<file path="config.mk">
export PLATFORM = sky130hd
export DESIGN_NAME = comp_writeback_ctrl_flat
export DESIGN_NICKNAME = d
export VERILOG_FILES = /design/src/rtl/comp_writeback_ctrl_pkg.sv /design/src/rtl/comp_writeback_ctrl_if.sv /design/src/rtl/comp_writeback_ctrl_timer.sv /design/src/rtl/comp_writeback_ctrl.sv /design/src/flat_wrapper.sv
export SDC_FILE = /design/constraint.sdc
export NUM_CORES = 1
export LEC_CHECK = 0
export ABC_AREA = 1
export BUFFER_PORTS_ARGS = -buffer_cell sky130_fd_sc_hd__buf_4
export CORE_AREA = 2 2 82 84
export DETAILED_ROUTE_END_ITERATION = 10
export DIE_AREA = 0 0 84 86
export PLACE_DENSITY_LB_ADDON = 0.08
export SYNTH_ARGS = -nofsm -noshare
export SYNTH_HDL_FRONTEND = slang
export SYNTH_SLANG_ARGS = --single-unit
</file>
<file path="constraint.sdc">
create_clock -name clk -period 2.2 [get_ports clk]
set_input_delay 0 -clock clk [delete_from_list [all_inputs] [get_ports clk]]
set_output_delay 0 -clock clk [all_outputs]
set_load 0.01 [all_outputs]
</file>
<file path="src/rtl/comp_writeback_ctrl_pkg.sv">
// Shared state encodings, defaults and width helper for the completion write-back controller.
package comp_writeback_ctrl_pkg;

  localparam logic [2:0] ST_IDLE    = 3'd0;
  localparam logic [2:0] ST_ISSUE   = 3'd1;
  localparam logic [2:0] ST_BACKOFF = 3'd2;
  localparam logic [2:0] ST_DONE    = 3'd3;
  localparam logic [2:0] ST_ERR     = 3'd4;

  localparam logic [7:0] DONE_CODE_DEF  = 8'hA5;
  localparam int         BACKOFF_CYCLES = 2;

  // Bits needed to count 0..n-1; never below 1 so degenerate configs still elaborate.
  function automatic int cnt_w(input int n);
    return (n < 3) ? 1 : $clog2(n);
  endfunction

endpackage

</file>
<file path="src/rtl/comp_writeback_ctrl_if.sv">
// Completion-queue pop and write-back bus bundle; master side is the controller.
interface comp_writeback_ctrl_if #(
  parameter int ADDRW = 24,
  parameter int DATAW = 8
);
  logic             cq_valid;
  logic             cq_ready;
  logic [ADDRW-1:0] cq_addr;
  logic             wb_req;
  logic [ADDRW-1:0] wb_addr;
  logic [DATAW-1:0] wb_data;
  logic             wb_ack;
  logic             wb_err;

  modport master (
    input  cq_valid, cq_addr, wb_ack, wb_err,
    output cq_ready, wb_req, wb_addr, wb_data
  );
  modport slave (
    output cq_valid, cq_addr, wb_ack, wb_err,
    input  cq_ready, wb_req, wb_addr, wb_data
  );
endinterface

</file>
<file path="src/rtl/comp_writeback_ctrl_timer.sv">
// Per-attempt timeout counter: saturates instead of wrapping, expires at TIMEOUT-1.
module wb_timeout_timer
  import comp_writeback_ctrl_pkg::*;
#(
  parameter int TIMEOUT = 255
) (
  input  logic clk,
  input  logic rst_n,
  input  logic clear,
  input  logic count,
  output logic expire
);
  localparam int TW = cnt_w(TIMEOUT + 1);

  logic [TW-1:0] cnt;

  always_ff @(posedge clk or negedge rst_n) begin
    if (!rst_n)                          cnt <= '0;
    else if (clear)                      cnt <= '0;
    else if (count && cnt != TW'(TIMEOUT)) cnt <= cnt + 1'b1;
  end

  assign expire = (cnt == TW'(TIMEOUT - 1));

endmodule

</file>
<file path="src/rtl/comp_writeback_ctrl.sv">
// Drains completion addresses and writes DONE_CODE to each with timeout, retry and drop reporting.
// Define WB_STATS_EN to add saturating stat_done/stat_err counters.
module comp_writeback_ctrl
  import comp_writeback_ctrl_pkg::*;
#(
  parameter int               ADDRW     = 24,
  parameter int               DATAW     = 8,
  parameter logic [DATAW-1:0] DONE_CODE = DATAW'(DONE_CODE_DEF),
  parameter int               TIMEOUT   = 255,
  parameter int               MAX_RETRY = 3
) (
  input  logic                  clk,
  input  logic                  rst_n,
  input  logic                  enable,
  comp_writeback_ctrl_if.master bus,
  output logic                  busy,
  output logic                  err_pulse,
  output logic [ADDRW-1:0]      err_addr
`ifdef WB_STATS_EN
  ,
  output logic [15:0]           stat_done,
  output logic [15:0]           stat_err
`endif
);
  localparam int RW = cnt_w(MAX_RETRY + 1);
  localparam int BW = cnt_w(BACKOFF_CYCLES);

  logic [2:0]       state_q, state_d;
  logic [ADDRW-1:0] addr_q;
  logic [RW-1:0]    retry_q;
  logic [BW-1:0]    bo_q;
  logic             cq_ready, accept, in_issue, expire, fail, can_retry;

  assign cq_ready  = (state_q == ST_IDLE) & enable;
  assign accept    = bus.cq_valid & cq_ready;
  assign in_issue  = (state_q == ST_ISSUE);
  // Ack takes priority over a same-cycle error or timeout.
  assign fail      = in_issue & ~bus.wb_ack & (bus.wb_err | expire);
  assign can_retry = retry_q < RW'(MAX_RETRY);

  wb_timeout_timer #(.TIMEOUT(TIMEOUT)) u_timer (
    .clk    (clk),
    .rst_n  (rst_n),
    .clear  (~in_issue),
    .count  (in_issue & ~bus.wb_ack & ~bus.wb_err),
    .expire (expire)
  );

  always_comb begin
    state_d = state_q;
    case (state_q)
      ST_IDLE:    if (accept) state_d = ST_ISSUE;
      ST_ISSUE: begin
        if (bus.wb_ack) state_d = ST_DONE;
        else if (fail)  state_d = can_retry ? ST_BACKOFF : ST_ERR;
      end
      ST_BACKOFF: if (bo_q == BW'(BACKOFF_CYCLES - 1)) state_d = ST_ISSUE;
      ST_DONE:    state_d = ST_IDLE;
      ST_ERR:     state_d = ST_IDLE;
      default:    state_d = ST_IDLE;
    endcase
  end

  always_ff @(posedge clk or negedge rst_n) begin
    if (!rst_n) begin
      state_q  <= ST_IDLE;
      addr_q   <= '0;
      retry_q  <= '0;
      bo_q     <= '0;
      err_addr <= '0;
    end else begin
      state_q <= state_d;
      bo_q    <= (state_q == ST_BACKOFF) ? bo_q + 1'b1 : '0;
      if (accept) begin
        addr_q  <= bus.cq_addr;
        retry_q <= '0;
      end else if (fail && can_retry) begin
        retry_q <= retry_q + 1'b1;
      end
      // Loaded on the way into ERR so it is already valid alongside err_pulse.
      if (fail && !can_retry) err_addr <= addr_q;
    end
  end

  assign bus.cq_ready = cq_ready;
  assign bus.wb_req   = in_issue;
  assign bus.wb_addr  = addr_q;
  assign bus.wb_data  = in_issue ? DONE_CODE : '0;
  assign busy         = (state_q != ST_IDLE);
  assign err_pulse    = (state_q == ST_ERR);

`ifdef WB_STATS_EN
  always_ff @(posedge clk or negedge rst_n) begin
    if (!rst_n) begin
      stat_done <= '0;
      stat_err  <= '0;
    end else begin
      if (state_q == ST_DONE && stat_done != 16'hFFFF) stat_done <= stat_done + 1'b1;
      if (state_q == ST_ERR  && stat_err  != 16'hFFFF) stat_err  <= stat_err + 1'b1;
    end
  end
`endif

endmodule

</file>
<file path="src/flat_wrapper.sv">
// flat-port wrapper written by rule: the top's interface ports become plain ports
module comp_writeback_ctrl_flat import comp_writeback_ctrl_pkg::*;
#(
  parameter int               ADDRW     = 24,
  parameter int               DATAW     = 8,
  parameter logic [DATAW-1:0] DONE_CODE = DATAW'(DONE_CODE_DEF),
  parameter int               TIMEOUT   = 255,
  parameter int               MAX_RETRY = 3
)
  (clk, rst_n, enable, busy, err_pulse, err_addr, bus_cq_valid, bus_cq_addr, bus_wb_ack, bus_wb_err, bus_cq_ready, bus_wb_req, bus_wb_addr, bus_wb_data);
  comp_writeback_ctrl_if #(.ADDRW(ADDRW), .DATAW(DATAW)) bus_i ();
  input  logic clk;
  input  logic rst_n;
  input  logic enable;
  output logic busy;
  output logic err_pulse;
  output logic [ADDRW-1:0] err_addr;
  input wire logic [$bits(bus_i.cq_valid)-1:0] bus_cq_valid;
  input wire logic [$bits(bus_i.cq_addr)-1:0] bus_cq_addr;
  input wire logic [$bits(bus_i.wb_ack)-1:0] bus_wb_ack;
  input wire logic [$bits(bus_i.wb_err)-1:0] bus_wb_err;
  output wire logic [$bits(bus_i.cq_ready)-1:0] bus_cq_ready;
  output wire logic [$bits(bus_i.wb_req)-1:0] bus_wb_req;
  output wire logic [$bits(bus_i.wb_addr)-1:0] bus_wb_addr;
  output wire logic [$bits(bus_i.wb_data)-1:0] bus_wb_data;
  assign bus_i.cq_valid = bus_cq_valid;
  assign bus_i.cq_addr = bus_cq_addr;
  assign bus_i.wb_ack = bus_wb_ack;
  assign bus_i.wb_err = bus_wb_err;
  assign bus_cq_ready = bus_i.cq_ready;
  assign bus_wb_req = bus_i.wb_req;
  assign bus_wb_addr = bus_i.wb_addr;
  assign bus_wb_data = bus_i.wb_data;
  comp_writeback_ctrl #(.ADDRW(ADDRW), .DATAW(DATAW), .DONE_CODE(DONE_CODE), .TIMEOUT(TIMEOUT), .MAX_RETRY(MAX_RETRY)) u_core (.clk(clk), .rst_n(rst_n), .enable(enable), .bus(bus_i), .busy(busy), .err_pulse(err_pulse), .err_addr(err_addr));
endmodule
</file>
==> reports/metrics.csv <==
stage,metric,value,unit
sta,max_freq,0.5427,GHz
floorplanning,coreArea,6277,sq um
setup_path,max_stage_delay,0.43,ns
sta,finalSetupTns,0,ns
logic_synthesis,ys_seq_area_frac,0.5657,
power,seqPwrFrac,0.400,
route,vias_per_cell,4.632,
floorplanning,die_x,84,um
logic_synthesis,syn_area,2743,sq um
placement,hpwlAfterDp,3.975,mm
sta,fin_crit_sh,0.8376,
route,postRouteAntennaNets,0,
power,p_int,2969,uW
global_routing,grt_usage,0.1786,
sta,rsz0062_at_grt,no,
setup_path,endpoint_kind,register,
sta,finClkSkew,0.01044,ns
setup_path,cp_cell_sequence,"inv_1, ha_1, inv_1, nor2_1, nand2_2, nand2_4, nand3_4, o21ai_0",
job,maxCapViolCount,0,
global_routing,grt_max_degree,63,
sta,slew_viol_final,0,
run_status,status,"finished, final reports clean",
setup_path,timing.rr.start,u_core.u_timer.cnt[0],
power,ir_worst_vdd,0.6569,mV
logic_synthesis,synth_compound_area_frac,0.1072,
worst_hold_path,hold_path_depth,4,
finish,fin_nets,451,
placement,gp_congestion,0.7912,
setup_path,setup.worst_path.start,u_core.u_timer.cnt[0],
finish,antenna_cells,0,
setup_path,cpMaxStageDelayCell,dfrtp_1,
setup_path,criticalPathCategory,register to register,
worst_hold_path,min-delay-start,bus_wb_ack,
logic_synthesis,synth-seq-cells,62,
logic_synthesis,syn_area_per_cell,8.790,sq um
clock_tree,post_cts_resized,0,
setup_path,cp.arrival,2.06,ns
route,wire_per_inst,12.04,um
setup_path,worstPathRequired,2.42,ns
sta,min_period,1.843,ns
sta,hold_viol,0,
finish,area_growth,38.96,%
power,switching_share,0.3528,
power,p_clk_frac,0.204,
global_routing,grt_pass1_vias,2259,
setup_path,path_max_fanout,49,
clock_tree,clock-root-buffer,clkbuf_8,
clock_tree,cts.htree.levels,3,
setup_path,path_common_cell,inv_1,
setup_path,reg2reg_depth,8,
power,pwr-share-comb,0.397,
logic_synthesis,synthCells,312,
clock_tree,clock_sinks,62,
sta,relSlewSlack,0.4871,
route,wirelength,6.018,mm
clock_tree,cts-buffers-inserted,9,
floorplanning,die_area,7224,sq um
logic_synthesis,yosys.area_share.simple,0.1980,
global_routing,grt_pass1_wl,10.21,mm
clock_tree,cts_tree,yes,
route,vias,2316,
finish,post-route-util,0.6071,
logic_synthesis,synth_mux_area_frac,0,
finish,drive_above_1_share,0.2671,
finish,final_common_cell,buf_4,
clock_tree,postCtsSetupRepairBufs,0,
setup_path,critical_path.startpoint_type,register,
route,dr.pass1.iters,4,
logic_synthesis,synth-xor-area-share,0.009580,
clock_tree,clock_latency,0.33,ns
sta,worst_pin_slew,0.7693,ns
logic_synthesis,synthAdderAreaFrac,0.01369,
clock_tree,postCtsHoldBufs,25,
floorplanning,num_rows,29,
finish,final_cell_mix,"buf_4, dfrtp_1, nand2_1",
worst_hold_path,hp-class,input pin to register,
floorplanning,initial_utilization,0.4369,
route,dr.first_iter.drc_count,127,
clock_tree,cts.clk_slew.worst_paths,0.06,ns
sta,setup_viol,0,
global_routing,grt-ovfl-total,0,
floorplanning,io_pins,90,
floorplanning,die_y,86,um
logic_synthesis,synth_top_family_by_area,simple AND/OR/NAND/NOR gates,
global_routing,antenna_found_initial,0,
logic_synthesis,ys_warn_count,0,
route,drc,0,
power,p_leak,0.002004,uW
logic_synthesis,synth_cell_types,26,
power,switching_power,1619,uW
power,power.density,1204,nW/um^2
power,power,4588,uW
clock_tree,clockBufferDepth,2,
placement,numPortBuffers,85,
power groups by stage:
stage          combinational, uW  clock (uW)  sequential [uW]
2_1_floorplan                749           0             2000
3_3_place_gp                1780           0             1840
3_5_place_dp                1810           0             1850
4_1_cts                     1850         964             1840
5_1_grt                     2030        1020             1890
6_report                    1820         935             1830
layout make-up:
cell class	instances	area [sq um]
clock buffers	12	135.1
clock inverters	4	47.55
multi-input cells	190	915.9
flip-flops and latches	62	1551
inverters	43	161.4
fillers	570	2466
well taps	77	96.34
repair buffers	112	903.4
per-layer routing:
metal	global-route usage	share of wire	vias up	wire, um
met5	0	0	-	0
met2	0.3011	0.50	65	2980
met1	0.2190	0.44	1062	2639
met4	0.07478	0.014	0	85
li1	-	-	1181	-
met3	0.04716	0.052	8	313
stage by stage:
stage | cells | hold WS [ns] | instance area (sq um) | setup WS, ns
3_5_place_dp | 459 | 0.1397 | 3378 | 0.3394
5_1_grt | 500 | 0.01787 | 3811 | 0.1259
4_1_cts | 500 | 0.001546 | 3811 | 0.3224
3_3_place_gp | 459 | 0.1447 | 3378 | 0.4593
6_report | 500 | 0.01156 | 3811 | 0.3572
2_1_floorplan | 315 | -0.2956 | 2754 | 0.7614
kinds of logic after synthesis:
group / count (synthesis)
xor+xnor: 3
compound gates: 55
flops: 62
buf+inv: 63
fa+ha+maj: 3
other cells: 1
simple gates: 125
flip-flops by register name, summed over array words and instances, names as in the netlist:
register and cells:
u_core.bo_q 1, u_core.err_addr 24, u_core.retry_q 2, u_core.bus.wb_addr 24, u_core.state_q 3, u_core.u_timer.cnt 8
worst max-delay path, delay by kind of cell, from the launching register on:
family / cells / cell delay (ns)
adder cells (fa/ha/maj): 1 / 0.14
AND/OR/NAND/NOR: 4 / 0.68
AO/OA/AOI/OAI: 1 / 0.37
buffers and inverters: 2 / 0.12
flip-flops: 1 / 0.43
worst paths after layout:
path	endpoint	slack, ns
setup / recovery	u_core.err_addr[8]	0.36
hold / removal	u_core.retry_q[0]	0.01
setup reg to reg	u_core.err_addr[8]	0.36
hold reg to reg	u_core.bo_q	0.44
max in group asynchronous	u_core.u_timer.cnt[0]	1.40
min in group asynchronous	u_core.bo_q	0.27
Yosys cell counts:
cell type | instances | area share
dfrtp_1 | 62 | 0.57
nand2_1 | 51 | 0.070
inv_1 | 42 | 0.057
nor2_1 | 41 | 0.056
a21oi_1 | 27 | 0.049
nand3_1 | 20 | 0.036
o21ai_1 | 13 | 0.024
o21ai_0 | 10 | 0.018
buf_4 | 8 | 0.022
clkbuf_1 | 5 | 0.0068
o21ai_2 | 5 | 0.016
buf_2 | 4 | 0.0073
ha_1 | 3 | 0.014
nand4_1 | 3 | 0.0068
nor3_1 | 3 | 0.0055
buf_6 | 2 | 0.0082
nand2_2 | 2 | 0.0046
nor2_2 | 2 | 0.0046
xor2_1 | 2 | 0.0064
buf_1 | 1 | 0.0014
conb_1 | 1 | 0.0014
inv_2 | 1 | 0.0014
nand2_4 | 1 | 0.0041
nand3_2 | 1 | 0.0036
nand3_4 | 1 | 0.0064
xnor2_1 | 1 | 0.0032
Power figures use the tool's default switching activity.
